==> src/rtl/timer_dev.sv <==
// Programmable down-counting bus timer with one-shot/auto-reload modes and a maskable IRQ.
// Optional prescaler on CTRL[8+PS_W-1:8] is built only when TIMER_PRESCALE_EN is defined.
module timer_dev #(
  parameter int WIDTH = 32,
  parameter int PS_W  = 8
) (
  input  logic             Clk,
  input  logic             Reset_n,
  input  logic [1:0]       Addr,
  input  logic             WE,
  input  logic [WIDTH-1:0] DIN,
  output logic [WIDTH-1:0] DOUT,
  output logic             IRQ
);

  typedef enum logic [1:0] {
    S_IDLE = 2'd0,
    S_LOAD = 2'd1,
    S_CNT  = 2'd2,
    S_INT  = 2'd3
  } state_t;

  localparam logic [1:0] ADDR_CTRL   = 2'd0;
  localparam logic [1:0] ADDR_PRESET = 2'd1;
  localparam logic [1:0] ADDR_COUNT  = 2'd2;

  state_t           state_q, state_d;
  logic             en_q, en_d;
  logic [1:0]       mode_q, mode_d;
  logic             im_q, im_d;
  logic             pend_q, pend_d;
  logic [WIDTH-1:0] preset_q, preset_d;
  logic [WIDTH-1:0] count_q, count_d;

  logic             ctrl_wr;
  logic             preset_wr;
  logic             en_w;
  logic             reload;
  logic             ps_tick;
  logic [WIDTH-1:0] ctrl_rd;

`ifdef TIMER_PRESCALE_EN
  logic [PS_W-1:0]  ps_q, ps_d;
  logic [PS_W-1:0]  ps_cnt_q, ps_cnt_d;

  // The prescale counter only runs while counting; LOAD and IDLE (and aborts) clear it.
  always_comb begin
    ps_d     = ctrl_wr ? DIN[8 +: PS_W] : ps_q;
    ps_tick  = (ps_cnt_q == ps_q);
    ps_cnt_d = '0;
    if (state_q == S_CNT && en_w && !ps_tick) begin
      ps_cnt_d = ps_cnt_q + 1'b1;
    end
  end

  always_ff @(posedge Clk or negedge Reset_n) begin
    if (!Reset_n) begin
      ps_q     <= '0;
      ps_cnt_q <= '0;
    end else begin
      ps_q     <= ps_d;
      ps_cnt_q <= ps_cnt_d;
    end
  end
`else
  assign ps_tick = 1'b1;
`endif

  always_comb begin
    ctrl_wr   = WE && (Addr == ADDR_CTRL);
    preset_wr = WE && (Addr == ADDR_PRESET);

    en_w      = ctrl_wr ? DIN[0]   : en_q;
    en_d      = en_w;
    mode_d    = ctrl_wr ? DIN[2:1] : mode_q;
    im_d      = ctrl_wr ? DIN[3]   : im_q;
    preset_d  = preset_wr ? DIN : preset_q;
    reload    = (mode_d == 2'd1);

    // Any CTRL write clears pend; a terminal count below overrides it (set wins).
    pend_d    = ctrl_wr ? 1'b0 : pend_q;
    count_d   = count_q;
    state_d   = state_q;

    if (state_q != S_IDLE && !en_w) begin
      // Disabling mid-run drops straight to IDLE, freezing COUNT without raising pend.
      state_d = S_IDLE;
    end else begin
      unique case (state_q)
        S_IDLE: begin
          // Start one edge after EN is registered, so IRQ lands at edge PRESET+2.
          if (en_q && en_w) begin
            state_d = S_LOAD;
          end
        end
        S_LOAD: begin
          count_d = preset_q;
          state_d = S_CNT;
        end
        S_CNT: begin
          if (ps_tick) begin
            if (count_q > WIDTH'(1)) begin
              count_d = count_q - 1'b1;
            end else begin
              count_d = '0;
              pend_d  = 1'b1;
              state_d = S_INT;
            end
          end
        end
        S_INT: begin
          if (reload) begin
            pend_d  = 1'b0;
            state_d = S_LOAD;
          end else begin
            en_d    = 1'b0;
            state_d = S_IDLE;
          end
        end
        default: state_d = S_IDLE;
      endcase
    end
  end

  always_ff @(posedge Clk or negedge Reset_n) begin
    if (!Reset_n) begin
      state_q  <= S_IDLE;
      en_q     <= 1'b0;
      mode_q   <= 2'd0;
      im_q     <= 1'b0;
      pend_q   <= 1'b0;
      preset_q <= '0;
      count_q  <= '0;
    end else begin
      state_q  <= state_d;
      en_q     <= en_d;
      mode_q   <= mode_d;
      im_q     <= im_d;
      pend_q   <= pend_d;
      preset_q <= preset_d;
      count_q  <= count_d;
    end
  end

  always_comb begin
    ctrl_rd      = '0;
    ctrl_rd[0]   = en_q;
    ctrl_rd[2:1] = mode_q;
    ctrl_rd[3]   = im_q;
`ifdef TIMER_PRESCALE_EN
    ctrl_rd[8 +: PS_W] = ps_q;
`endif
  end

  always_comb begin
    DOUT = '0;
    unique case (Addr)
      ADDR_CTRL:   DOUT = ctrl_rd;
      ADDR_PRESET: DOUT = preset_q;
      ADDR_COUNT:  DOUT = count_q;
      default:     DOUT = '0;
    endcase
  end

  // Combinational so that an asynchronous reset drops IRQ immediately.
  assign IRQ = im_q & pend_q;

endmodule

==> config.mk <==
export PLATFORM = sky130hd
export DESIGN_NAME = timer_dev
export DESIGN_NICKNAME = d
export VERILOG_FILES = /design/src/rtl/timer_dev.sv
export SDC_FILE = /design/constraint.sdc
export NUM_CORES = 1
export LEC_CHECK = 0
export ABC_AREA = 1
export CORE_UTILIZATION = 54
export CTS_CLUSTER_DIAMETER = 100
export DETAILED_ROUTE_END_ITERATION = 6
export GPL_ROUTABILITY_DRIVEN = 1
export HOLD_SLACK_MARGIN = 0.02
export PLACE_DENSITY = 0.9
export SLEW_MARGIN = 15
export SYNTH_ARGS = -nofsm -noshare
export SYNTH_HDL_FRONTEND = slang
export SYNTH_SLANG_ARGS = --single-unit
==> constraint.sdc <==
create_clock -name Clk -period 2.2 [get_ports Clk]
set_input_delay 0.44 -clock Clk [delete_from_list [all_inputs] [get_ports Clk]]
set_output_delay 0.44 -clock Clk [all_outputs]
set_load 0.02 [all_outputs]
# --- Word-level counts from Yosys, hierarchy flattened ---
# Index checks and enable logic that the tools add are counted.
totals:
  output_inout_bits: 33
  ff_bits: 71
  input_bits: 37
classes:
  bitwise_logic: 2
  n_eq_ne: 8
  n_lt_le_gt_ge: 1
  addsub: 1
  mux: 18
  reduce_logical: 11
op_table:
  columns: ["operator", "count"]
  rows:
  - ["32-bit case mux with 3 select lines", 1]
  - ["32-bit case mux with 2 select lines", 1]
  - ["32-bit by 1-bit > comparator with 1-bit output, second input constant", 1]
  - ["32-bit two-way mux", 1]
  - ["32-bit by 1-bit subtractor with 32-bit output, second input constant", 1]
  - ["1-bit two-way mux", 9]
  - ["2-bit two-way mux", 4]
  - ["2-bit case mux with 4 select lines", 1]
  - ["2-bit by 1-bit equality test with 1-bit output, second input constant", 3]
  - ["2-bit equality test, second input constant", 3]
  - ["3-bit != test, second input constant", 2]
  - ["1-bit logical AND", 4]
  - ["2-bit logical NOT", 2]
  - ["2-bit AND reduction", 2]
  - ["2-bit nonzero test", 2]
  - ["1-bit case mux with 2 select lines", 1]
  - ["1-bit bitwise AND", 1]
  - ["1-bit logical NOT", 1]
  - ["1-bit NOT", 1]

# --- Logic depth before layout (Yosys ltp) ---
# Gate-level depths: netlist of run 1.
logic_depth:
  word_depth: 7
  ltp_mapped: 12
  depth_no_buf: 12

# --- Worst setup path before layout of run 1 ---
# No wires, ideal clock.
synth_timing:
  path_type: "in2out"
  startpoint: "input port Addr[0]"
  endpoint: "output port DOUT[13]"
  arrival_time_ps: 1272
  path_slack_ps: 488
  path_stages: 4
  cell_sequence: "inv_1 nand2_1 clkbuf_1 o21ai_0"
synth_between:
  elab_chain_cells: 2
synth_rtl:
  columns: ["element", "line", "rtl"]
  rows:
  - ["from (decl)", "9", "input logic [1:0] Addr,"]
  - ["2-bit equality test (tied with other cells)", "157", "unique case (Addr)"]
  - ["32-bit case mux with 3 select lines *", "157", null]
  - ["to (decl)", "12", "output logic [WIDTH-1:0] DOUT,"]
# Mark *: on every way between the ends. The rest lies on a longest branch, timed or not.

# --- Final worst setup path of run 1 ---
layout_timing:
  startpoint: "input port Addr[1]"
  endpoint: "output port DOUT[24]"
# Same word-level chain as after synthesis.

==> run metrics, run 1 <==
Syn Nets roughly 660; global-route wire length before repair slightly above 20000 um; Worst EP required about 1.8 ns; clk sink count 71; Int Pwr between 3 and 4 mW; register share of total power 0.343; DP Area roughly 5400 um^2; iteration-0 DRC count of the detailed router 268; Avg Cell Area, Syn 7.19 um^2; most frequent cells after synthesis nand2_1 (142), nor2_1 (104), dfrtp_1 (71); yosys warns 0; f_max between 400 and 500 MHz; Worst path max stage delay around 0.3 ns; via count approximately 4400; ant diodes 0; Area contributors post-synth dfrtp_1 (40%), nand2_1 (12%), nor2_1 (8.9%), a21oi_1 (7.5%), mux2_2 (6.9%); CP cell instances dlygate4sd2_1 > nor2_4 > clkbuf_16 > nand2_1 > o21ai_0 > clkdlybuf4s15_2; critical path capture point type output pin; number of global-route vias before repair about 4300; Crit. Startpoint Addr[1]; Final period util 0.939; Post-CTS Setup Inserts 0; ANT nets after route 0; post-synth top area share 0.404; biggest area consumer among synthesized cells dfrtp_1; Num CTS Buffers 9; Primary FF master, synth dfrtp_1; CP startpoint kind primary input; Worst R2R Path Depth 12; die width slightly above 90 um; Leakage roughly 2.5 nW; Clock Latency Late Sink 0.35 ns; All-Layer GR Usage 0.308; #FFs+latches synth 71; P per Cell Area 1190 nW/um^2; share of layout cells above drive strength 1 0.158; Crit Reg-Reg Startpoint count_q[0]; Synth Cell Area roughly 4400 um^2; worst slew pin tran 0.379 ns; Final Util 0.718; WL/cell ~16 um; worst IR drop on VDD ~0.00083 V; synthesized instance count slightly above 600; number of synthesized flops with an enable pin 0; Max Cap Viol 0; Vias/cell around 5.5; hold_buf cts 0; unrepaired setup endpoints after global routing false; end point of the critical path DOUT[24]; Hold WS between 0.1 and 0.15 ns; Core Area 7810 um^2; root buffer cell clkbuf_8; WL final between 10000 and 15000 um; r2r setup slk ~0.17 ns; port bufs approximately 70; Fin Clk Skew 0.00609 ns; clock network power share 0.183; Final TNS setup 0 ns; part of the power in combinational logic 0.474; post-synth cell types 29; ys async rst share 1.00; max_slew headroom 0.747; antenna violations before repair 0; total power 6.65 mW; Die Height ~90 um; sequential share of the synthesized area 0.404; worst-case clock buffer depth 2; IO Pins 70; Pre-antenna DRT Iters 7; CP max stage cell dlygate4sd2_1; fill cell count between 600 and 700; arrival time worst endpoint 1.63 ns; worst-path fanout max 5; Die ar. approximately 8500 um^2; Hold Fails Final Rpt 0; starting density of the core 0.564; CTS tree done; most common cell in the netlist nand2_1; NetSw 2.91 mW; status complete, no violations; critical path class in2out; worst r2r dst count_q[7]; Rows 32; Hold Crit Class in2async; fin area 5610 um^2; DRC Markers 0; fin. max-slew vios 0; hpwl dp slightly below 9000 um; post-route minimum period between 2 and 2.5 ns; number of H-tree levels 3; area grow syn2layout 27.3%; largest net degree at the start of global routing 72; clk slew on worst S/H paths roughly 0.080 ns; Sw Ratio 0.438; nets about 730; grt ovf 0; RD Place Congestion approximately 0.94; final setup violation count 0
-- state kept, by name (all words and copies together), names as in the netlist --
name	count
count_q	32
preset_q	32
mode_q	2
state_q	2
en_q	1
im_q	1
pend_q	1
-- critical path, delay by kind of cell --
family	cells	cell delay, ns
AOI/OAI and AO/OA	1	0.08
buffers and inverters	3	0.80
and+or+nand+nor	2	0.30
-- power by group through the flow --
stage | sequential (mW) | combinational, mW | clock, mW
5_1_grt | 2.35 | 3.50 | 1.28
2_1_floorplan | 2.14 | 2.10 | 0
6_report | 2.28 | 3.15 | 1.22
3_3_place_gp | 2.25 | 2.99 | 0
3_5_place_dp | 2.28 | 3.11 | 0
4_1_cts | 2.26 | 3.11 | 1.24
-- area by class of cell --
cell class              instances  area, um^2  area share
clock inverters                 5        80.1      0.0143
clock buffers                  11         151      0.0270
repair buffers                 89         932       0.166
well taps                     102         128      0.0228
multi-input cells             454        2290       0.409
flip-flops and latches         71        1780       0.317
inverters                      66         248      0.0442
-- cell families after synthesis --
| logic type | after synthesis | share of synthesized area |
|---|---|---|
| simple gates | 290 | 0.267 |
| buf+inv | 87 | 0.0790 |
| mux | 27 | 0.0691 |
| flops | 71 | 0.404 |
| xor+xnor | 9 | 0.0179 |
| fa+ha+maj | 6 | 0.0170 |
| compound gates | 122 | 0.147 |
-- layout by cell type (no fill, tap or decap), types with 2 or more instances in the layout --
cell	Yosys	routed
xor2_1	9	9
nor3_1	2	2
nand4_1	3	3
clkinvlp_4	0	2
mux2_2	27	27
a21oi_1	66	66
nor2_1	104	104
buf_4	3	11
o21ai_0	47	41
inv_2	1	2
o211ai_1	3	3
clkdlybuf4s50_1	0	34
buf_12	0	8
buf_6	0	2
bufinv_16	0	2
inv_1	65	64
nand3_1	27	27
nand2_1	142	142
clkbuf_8	0	11
clkdlybuf4s15_2	0	20
o21ai_1	0	6
dfrtp_1	71	71
nand2_2	2	2
nor2_4	1	3
nor2_2	6	4
buf_2	8	11
ha_1	6	5
-- layer usage --
layer  up-vias  track usage  wire (um)
met1      2018        0.389       5300
met3        39       0.0542        943
li1       2128            -          -
met5         -            0          0
met2       203        0.519       5910
met4         0        0.132        413
-- through the flow --
stage | setup WS (ns) | instances
after global routing | 0.0205 | 798
after global placement | -0.400 | 780
after CTS | -0.00200 | 796
after floorplan | 0.488 | 612
final | 0.135 | 798
after detailed placement | -0.466 | 780
-- worst min-delay path by stage --
stage	from	end	slack, ns	cells after the start
after global placement	Reset_n	en_q	0.49	2
after detailed placement	Reset_n	preset_q[0]	0.49	2
after global routing	Reset_n	preset_q[0]	0.13	2
after CTS	Reset_n	preset_q[0]	0.11	2
after floorplan	Reset_n	count_q[0]	0.14	0
final	Reset_n	en_q	0.11	2
-- timing repair --
item                       CTS  global route
gates cloned                 0             2
resized for setup          130            21
setup endpoints to repair   32            52
pin swaps                    0             1
Power figures use the tool's default switching activity.
==> inputs of run 2 (changes only) <==
--- a/config.mk
+++ b/config.mk
@@ -6,12 +6,13 @@
 export NUM_CORES = 1
 export LEC_CHECK = 0
 export ABC_AREA = 1
-export CORE_UTILIZATION = 54
+export CORE_UTILIZATION = 55
 export CTS_CLUSTER_DIAMETER = 100
 export DETAILED_ROUTE_END_ITERATION = 6
+export DONT_BUFFER_PORTS = 1
 export GPL_ROUTABILITY_DRIVEN = 1
 export HOLD_SLACK_MARGIN = 0.02
-export PLACE_DENSITY = 0.9
+export PLACE_DENSITY = 0.8
 export SLEW_MARGIN = 15
 export SYNTH_ARGS = -nofsm -noshare
 export SYNTH_HDL_FRONTEND = slang
==> run 2 against run 1 <==
Net effect: sequential share of layout area grew 2.5 points; final cell count down 3.0%; global-route usage fell by 0.21 points; flip-flop and latch count is the same; hold slack improved by 0.12 ns; power shrank 0.40%; fmax is 2.6% higher; clock power about the same; sequential power decreased by 5%; non-clock buffer count decreased by 24.
==> run metrics, run 2 (synthesis results as in run 1) <==
clk slew on worst S/H paths 0.08 ns (about the same); nets 710 (-3.3%); worst-path fanout max 24 (+19); Clock Latency Late Sink 0.36 ns (about the same); largest net degree at the start of global routing 72 (unchanged); Worst path max stage delay 0.47 ns (+0.17 ns); final setup violation count 0 (unchanged); global-route wire length before repair 20100 um (-1.7%); WL final 12000 um (-4.7%); Final period util 0.915 (-0.0235); post-route minimum period 2.01 ns (-0.0517 ns); Fin Clk Skew 0.0112 ns (+0.00509 ns); fin. max-slew vios 0 (unchanged); All-Layer GR Usage 0.306 (-0.00212); number of global-route vias before repair 4198 (-2.3%); Vias/cell 5.46 (-0.78%); CP cell instances inv_1 > ha_1 > inv_1 > nand2_1 > nand2_1 > nor2_1 > nand2_1 > nor2_2 > nor2_4 > buf_4 > nand2_1 > a21oi_1; port bufs 0 (-100%); WHS Path Cells 1; grt ovf 0 (unchanged); Worst EP required 2.47 ns (+0.71 ns); f_max 497 MHz (+2.6%); worst IR drop on VDD 0.00106 V (+29%); Worst R2R Path Depth 12 (unchanged); area grow syn2layout 17.9%; Hold Crit Class in2reg; Top Registers count_q: 32 flops, preset_q: 32 flops; Cell Count, Final, Fillers Out 774 (-3.0%); Num CTS Buffers 9 (unchanged); critical path capture point type flop; Placed Cells 756 (-3.1%); Int Pwr 3.72 mW (-0.64%); part of the power in combinational logic 0.490 (+0.016); die width 91.5 um (-0.89%); status complete, no violations; hpwl dp 8810 um (+0.74%); most frequent cells in the layout nand2_1 (142), nor2_1 (104), dfrtp_1 (71); CTS tree done; Hold Fails Final Rpt 0 (unchanged); max_slew headroom 0.600 (-0.147); IO Pins 70 (unchanged); P per Cell Area 1280 nW/um^2 (+7.6%); commonest non-fill, non-tap cell in the layout nand2_1; Core Area 7730 um^2 (-1.0%); share of layout cells above drive strength 1 0.177 (+0.0190); Setup WS pre-CTS -0.136 ns (+0.330 ns); Rows 32 (unchanged); Sw Ratio 0.439 (+0.00132); ANT nets after route 0 (unchanged); worst slew pin tran 0.598 ns (+0.219 ns); register share of total power 0.327 (-0.016); final setup margin 0.187 ns (+0.0517 ns); number of H-tree levels 3 (unchanged); Pre-antenna DRT Iters 5 (-2); Die Height 91.5 um (-0.89%); worst-case clock buffer depth 2 (unchanged); total power 6.62 mW (-0.40%); cell mode on critical path nand2_1; CP startpoint kind flop; root buffer cell clkbuf_8; Post-CTS Setup Inserts 0 (unchanged); antenna violations before repair 0 (unchanged); unrepaired setup endpoints after global routing false; starting density of the core 0.570 (+0.00584); Final Util 0.672 (-0.0465); critical path class reg2reg; clk sink count 71 (unchanged); Leakage 2.42 nW (-4.1%); iteration-0 DRC count of the detailed router 272 (+1.5%); Final TNS setup 0 ns (unchanged); Max Cap Viol 0 (unchanged); clock network power share 0.184 (about the same); ant diodes 0 (unchanged); RD Place Congestion 0.915 (-2.4%); r2r setup slk 0.19 ns (+0.02 ns); via count 4223 (-3.8%); arrival time worst endpoint 2.28 ns (+0.65 ns); WL/cell 15.5 um (-1.8%); Die ar. 8370 um^2 (-1.8%); DRC Markers 0 (unchanged); NetSw 2.91 mW (-0.10%); CP max stage cell nor2_4
==> run 2: changes by cell type in the layout (fill, tap and decap cells not counted), sizes merged <==
cell and change:
clkbuf -1, clkdlybuf4s15 -20, dlygate4sd3 +1, buf +32, dlygate4sd2 -1, clkdlybuf4s50 -34
dlymetal6s2s -1
==> run 2: critical path, delay by kind of cell, from the launching register on <==
kind	cells	cell delay [ns]
simple gates	7	0.78
buf+inv	3	0.38
flops	1	0.37
fa+ha+maj	1	0.21
compound gates	1	0.18
==> run 2: power by group through the flow <==
stage | Combinational (mW) | Sequential (mW) | Clock (mW)
floorplan | 2.10 | 2.14 | 0
global placement | 3.01 | 2.15 | 0
detailed placement | 3.16 | 2.17 | 0
CTS | 3.21 | 2.15 | 1.22
global route | 3.62 | 2.21 | 1.27
finish | 3.24 | 2.16 | 1.22
==> run 2: layout make-up <==
class / instances / area (um^2)
Fill cell: 683 / 2540
Multi-Input combinational cell: 454 / 2280
Sequential cell: 71 / 1780
Timing Repair Buffer: 65 / 523
Inverter: 66 / 248
Clock buffer: 11 / 151
Tap cell: 102 / 128
Clock inverter: 5 / 80.1
==> run 2: path summary, 6_finish.rpt <==
kind                                   from           end
worst min-delay path                DIN[20]  preset_q[20]
max in group asynchronous           Reset_n   count_q[28]
worst min register to register  preset_q[1]   preset_q[1]
worst max-delay path             count_q[0]   count_q[12]
min in group asynchronous           Reset_n   preset_q[5]
worst max register to register   count_q[0]   count_q[12]
==> run 2: timing repair <==
action / in CTS / in global routing
endpoints found under the hold margin: 71 / 0
endpoints found under the setup margin: 12 / 0
resized for setup: 1 / 0
hold buffers: 2 / 0
==> run 2: through the flow <==
| step | hold WS (ns) | area, um^2 |
|---|---|---|
| 3_3_place_gp | 0.146 | 4920 |
| 5_1_grt | 0.215 | 5190 |
| 2_1_floorplan | 0.144 | 4400 |
| 6_report | 0.226 | 5190 |
| 4_1_cts | 0.225 | 5190 |
| 3_5_place_dp | 0.146 | 4920 |
==> run 2: per-layer routing <==
layer | GRT usage | wire [um]
met5 | 0 | 0
met4 | 0.110 | 225
met3 | 0.0553 | 688
met2 | 0.495 | 5690
met1 | 0.409 | 5370
==> RTL edit 1, RTL diff (settings of run 1) <==
Register the output `DOUT`; this adds one clock of latency there. The other outputs are not delayed to match.
--- a/src/rtl/timer_dev.sv
+++ b/src/rtl/timer_dev.sv
@@ -24,4 +24,6 @@
   localparam logic [1:0] ADDR_PRESET = 2'd1;
   localparam logic [1:0] ADDR_COUNT  = 2'd2;
+
+  logic [WIDTH-1:0] DOUT_d;
 
   state_t           state_q, state_d;
@@ -154,10 +156,10 @@
 
   always_comb begin
-    DOUT = '0;
+    DOUT_d = '0;
     unique case (Addr)
-      ADDR_CTRL:   DOUT = ctrl_rd;
-      ADDR_PRESET: DOUT = preset_q;
-      ADDR_COUNT:  DOUT = count_q;
-      default:     DOUT = '0;
+      ADDR_CTRL:   DOUT_d = ctrl_rd;
+      ADDR_PRESET: DOUT_d = preset_q;
+      ADDR_COUNT:  DOUT_d = count_q;
+      default:     DOUT_d = '0;
     endcase
   end
@@ -166,4 +168,8 @@
   assign IRQ = im_q & pend_q;
 
+  always_ff @(posedge Clk) begin
+    DOUT <= DOUT_d;
+  end
+
 endmodule
 
Formal check against the unedited RTL: not equivalent (a bounded check fails within 4 cycles, from zero or initial values and one cycle with Reset_n low).
==> RTL edit 1 against run 1 <==
Sequential share of layout area increased by 7.8 points; final area rose by 9.3%; sequential cell count is 32 higher; routed wire length grew 2.5%; synthesized cell count is 4.4% higher; via count up 3.3%; synthesized area grew 16%; hold slack got worse by 0.044 ns; combinational power is 4% lower; clock skew grew 0.011 ns; power grew 9.3%; first-iteration DRC count is 7.1% higher; worst setup slack improved by 0.11 ns; critical path type is now reg -> reg; non-clock buffer count shrank 9.
==> RTL edit 1: results <==
logic_synthesis:
  synth_cells: 639
  synth.area.top_cells: "dfrtp_1 (35%), dfxtp_1 (13%), nand2_1 (10%)"
  synth_common_cells: "nand2_1 (136), nor2_1 (111), dfrtp_1 (71), inv_1 (59), a21oi_1 (55)"
  synth.distinct_cells: 33
  synth_nets: 682
  synth_compound_area_share_pct: 13.5
  synthArstFlopShare_pct: 68.9
  synthAdderAreaFrac_pct: 1.47
outcome:
  status: "complete, no violations"
cells_and_area:
  multi_input_area_um2: 2350
  final_cells: 825
  fin_nets: 752
  fillers: 756
clocking:
  path_clk_slew_ns: 0.10
power:
  p_leak_nw: 2.62
  pg_comb_mw: 3.02
  vdd_drop_max_mv: 0.686
  sw_frac_of_total_pct: 42.6
grt:
  grtUsageMet3_pct: 4.71
  grt_use_met1_pct: 35.4
  use_met2_pct: 47.7
timing:
  relSlewSlack_pct: 68.0
  clock-skew-final_ns: 0.0175
placed_design:
  place.gp.congestion: 0.950
  dp_cells: 808
  postPlaceCellArea_um2: 5910
  dp_slack_ns: 0.0774
routing:
  drtPass1Iterations: 5
  routed_wl_um: 12900
  drt_iter0_markers: 287
setup_path:
  slowest_stage: "dfrtp_1"
  worstPathMaxFanout: 6
[RTL edit 1: changes by cell type in the layout (fill, tap and decap cells not counted), sizes merged, moves of 3 or more]
| cell | before | now |
|---|---|---|
| buf | 32 | 12 |
| clkbuf | 12 | 9 |
| clkdlybuf4s15 | 20 | 0 |
| clkdlybuf4s50 | 34 | 68 |
| dfxtp | 0 | 32 |
| inv | 66 | 63 |
| nand2 | 145 | 139 |
| nor2 | 111 | 118 |
| o21ai | 47 | 44 |
[RTL edit 1: repair_timing]
item / in CTS / in global routing
gates resized for setup: 0 / 2
hold endpoints to repair: 0 / 0
setup endpoints to repair: 0 / 32
[RTL edit 1: path summary, 6_finish.rpt]
check	end	startpoint	cells past startpoint	slack, ns
max reg2reg	count_q[20]$_DFFE_PN0P_	count_q[0]$_DFFE_PN0P_	10	0.25
max	count_q[20]$_DFFE_PN0P_	count_q[0]$_DFFE_PN0P_	10	0.25
min reg2reg	DOUT[21]$_DFF_P_	preset_q[21]$_DFFE_PN0P_	2	0.52
max in group asynchronous	count_q[9]$_DFFE_PN0P_	Reset_n	2	1.78
min	preset_q[23]$_DFFE_PN0P_	Reset_n	2	0.06
min in group Clk	DOUT[21]$_DFF_P_	preset_q[21]$_DFFE_PN0P_	2	0.52
[RTL edit 1: routing by layer]
| layer | vias to the layer above | routed length (um) |
|---|---|---|
| met1 | 2146 | 5710 |
| met5 | - | 0 |
| met4 | 0 | 259 |
| li1 | 2207 | - |
| met3 | 23 | 703 |
| met2 | 156 | 6210 |
[RTL edit 1: final cells by class]
cell class | count | area share, %
tap | 111 | 2.27
sequential | 103 | 39.5
inverter | 60 | 3.72
clock inverter | 7 | 1.27
clock buffer | 9 | 2.02
timing repair buffer | 80 | 12.9
multi-input combinational | 455 | 38.3
==> RTL edit 2, RTL diff (flow settings as in run 1) <==
Without the edit above. Change the parameter `WIDTH` from 32 to 48.
--- a/src/rtl/timer_dev.sv
+++ b/src/rtl/timer_dev.sv
@@ -2,5 +2,5 @@
 // Optional prescaler on CTRL[8+PS_W-1:8] is built only when TIMER_PRESCALE_EN is defined.
 module timer_dev #(
-  parameter int WIDTH = 32,
+  parameter int WIDTH = 48,
   parameter int PS_W  = 8
 ) (
Ports: changed (resized DIN and DOUT); port bits go from 70 to 102. No check against the original RTL was run, so the function may have changed too.
==> RTL edit 2 against run 1 <==
Register-to-register slack gained 0.02 ns; sequential share of layout area grew 0.81 points; hold slack gained 0.39 ns; sequential cell count grew 32; final area grew 41%; synthesized area grew 45%; synthesized cell count grew 41%; power grew 48%; via count grew 42%; clock skew grew 0.0016 ns; worst setup slack gained 0.034 ns; routed wire length grew 43%; die area grew 44%; highest routed layer unchanged.
==> RTL edit 2: results <==
outcome:
  status: "complete, no violations"
logic_synthesis:
  synth.distinct_cells: 31
  synth_cells: 861
  synth_common_cells: "nand2_1 (193), nor2_1 (144), a21oi_1 (103), dfrtp_1 (103), inv_1 (74)"
  ys_seq_area_share_pct: 40.3
clocking:
  cts.sinks: 103
  cts_resized: 238
power:
  powerDensity_nw_per_um2: 1240
  pwr-share-seq_pct: 34.6
  p_leak_nw: 3.52
setup_path:
  r2r_end: "count_q[38]$_DFFE_PN0P_"
  crit_end: "DOUT[36]"
  crit_arrival_ns: 1.59
  reg2reg_from: "count_q[1]$_DFFE_PN0P_"
  reg2reg_slack_ns: 0.19
  reg2regPathDepth: 10
timing:
  clock-skew-final_ns: 0.00774
  fmax_mhz: 492
cells_and_area:
  clkbuf_count: 14
  multi_input_area_um2: 3360
  fillers: 941
  largest_registers: "count_q x48, preset_q x48"
  multi_input_area_share_pct: 42.3
  fin_nets: 1030
  seq_area_share_pct: 32.5
  buf_share_pct: 15.7
  layout-drive-gt1-share_pct: 16.2
routing:
  wl_met1_um: 7700
  dr_wl_met3_um: 1240
  route.met2.wl_um: 8560
placed_design:
  port-buffer-count: 101
  place.gp.congestion: 0.943
  dp_hpwl_um: 13200
RTL edit 2: cell types whose count changed in the layout (fill, tap and decap cells not counted), sizes merged, moves of 32 or more:
| cell | change |
|---|---|
| dfrtp | +32 |
| buf | +41 |
| nand2 | +53 |
| nor2 | +46 |
| a21oi | +38 |
RTL edit 2: worst min path at each step:
stage	startpoint	end	slack, ns	depth (start not counted)
finish	Reset_n	preset_q[46]$_DFFE_PN0P_	0.49	2
global route	Reset_n	preset_q[46]$_DFFE_PN0P_	0.49	2
CTS	Reset_n	mode_q[1]$_DFF_PN0_	0.49	2
detailed placement	Reset_n	preset_q[46]$_DFFE_PN0P_	0.32	1
global placement	Reset_n	preset_q[47]$_DFFE_PN0P_	0.32	1
floorplan	Reset_n	count_q[0]$_DFFE_PN0P_	0.14	0
RTL edit 2: logic make-up after synthesis:
logic type / after synthesis
buffers and inverters: 110
AND/OR/NAND/NOR: 409
flip-flops: 103
AO/OA/AOI/OAI: 166
multiplexers: 42
XOR/XNOR: 25
adder cells (fa/ha/maj): 6
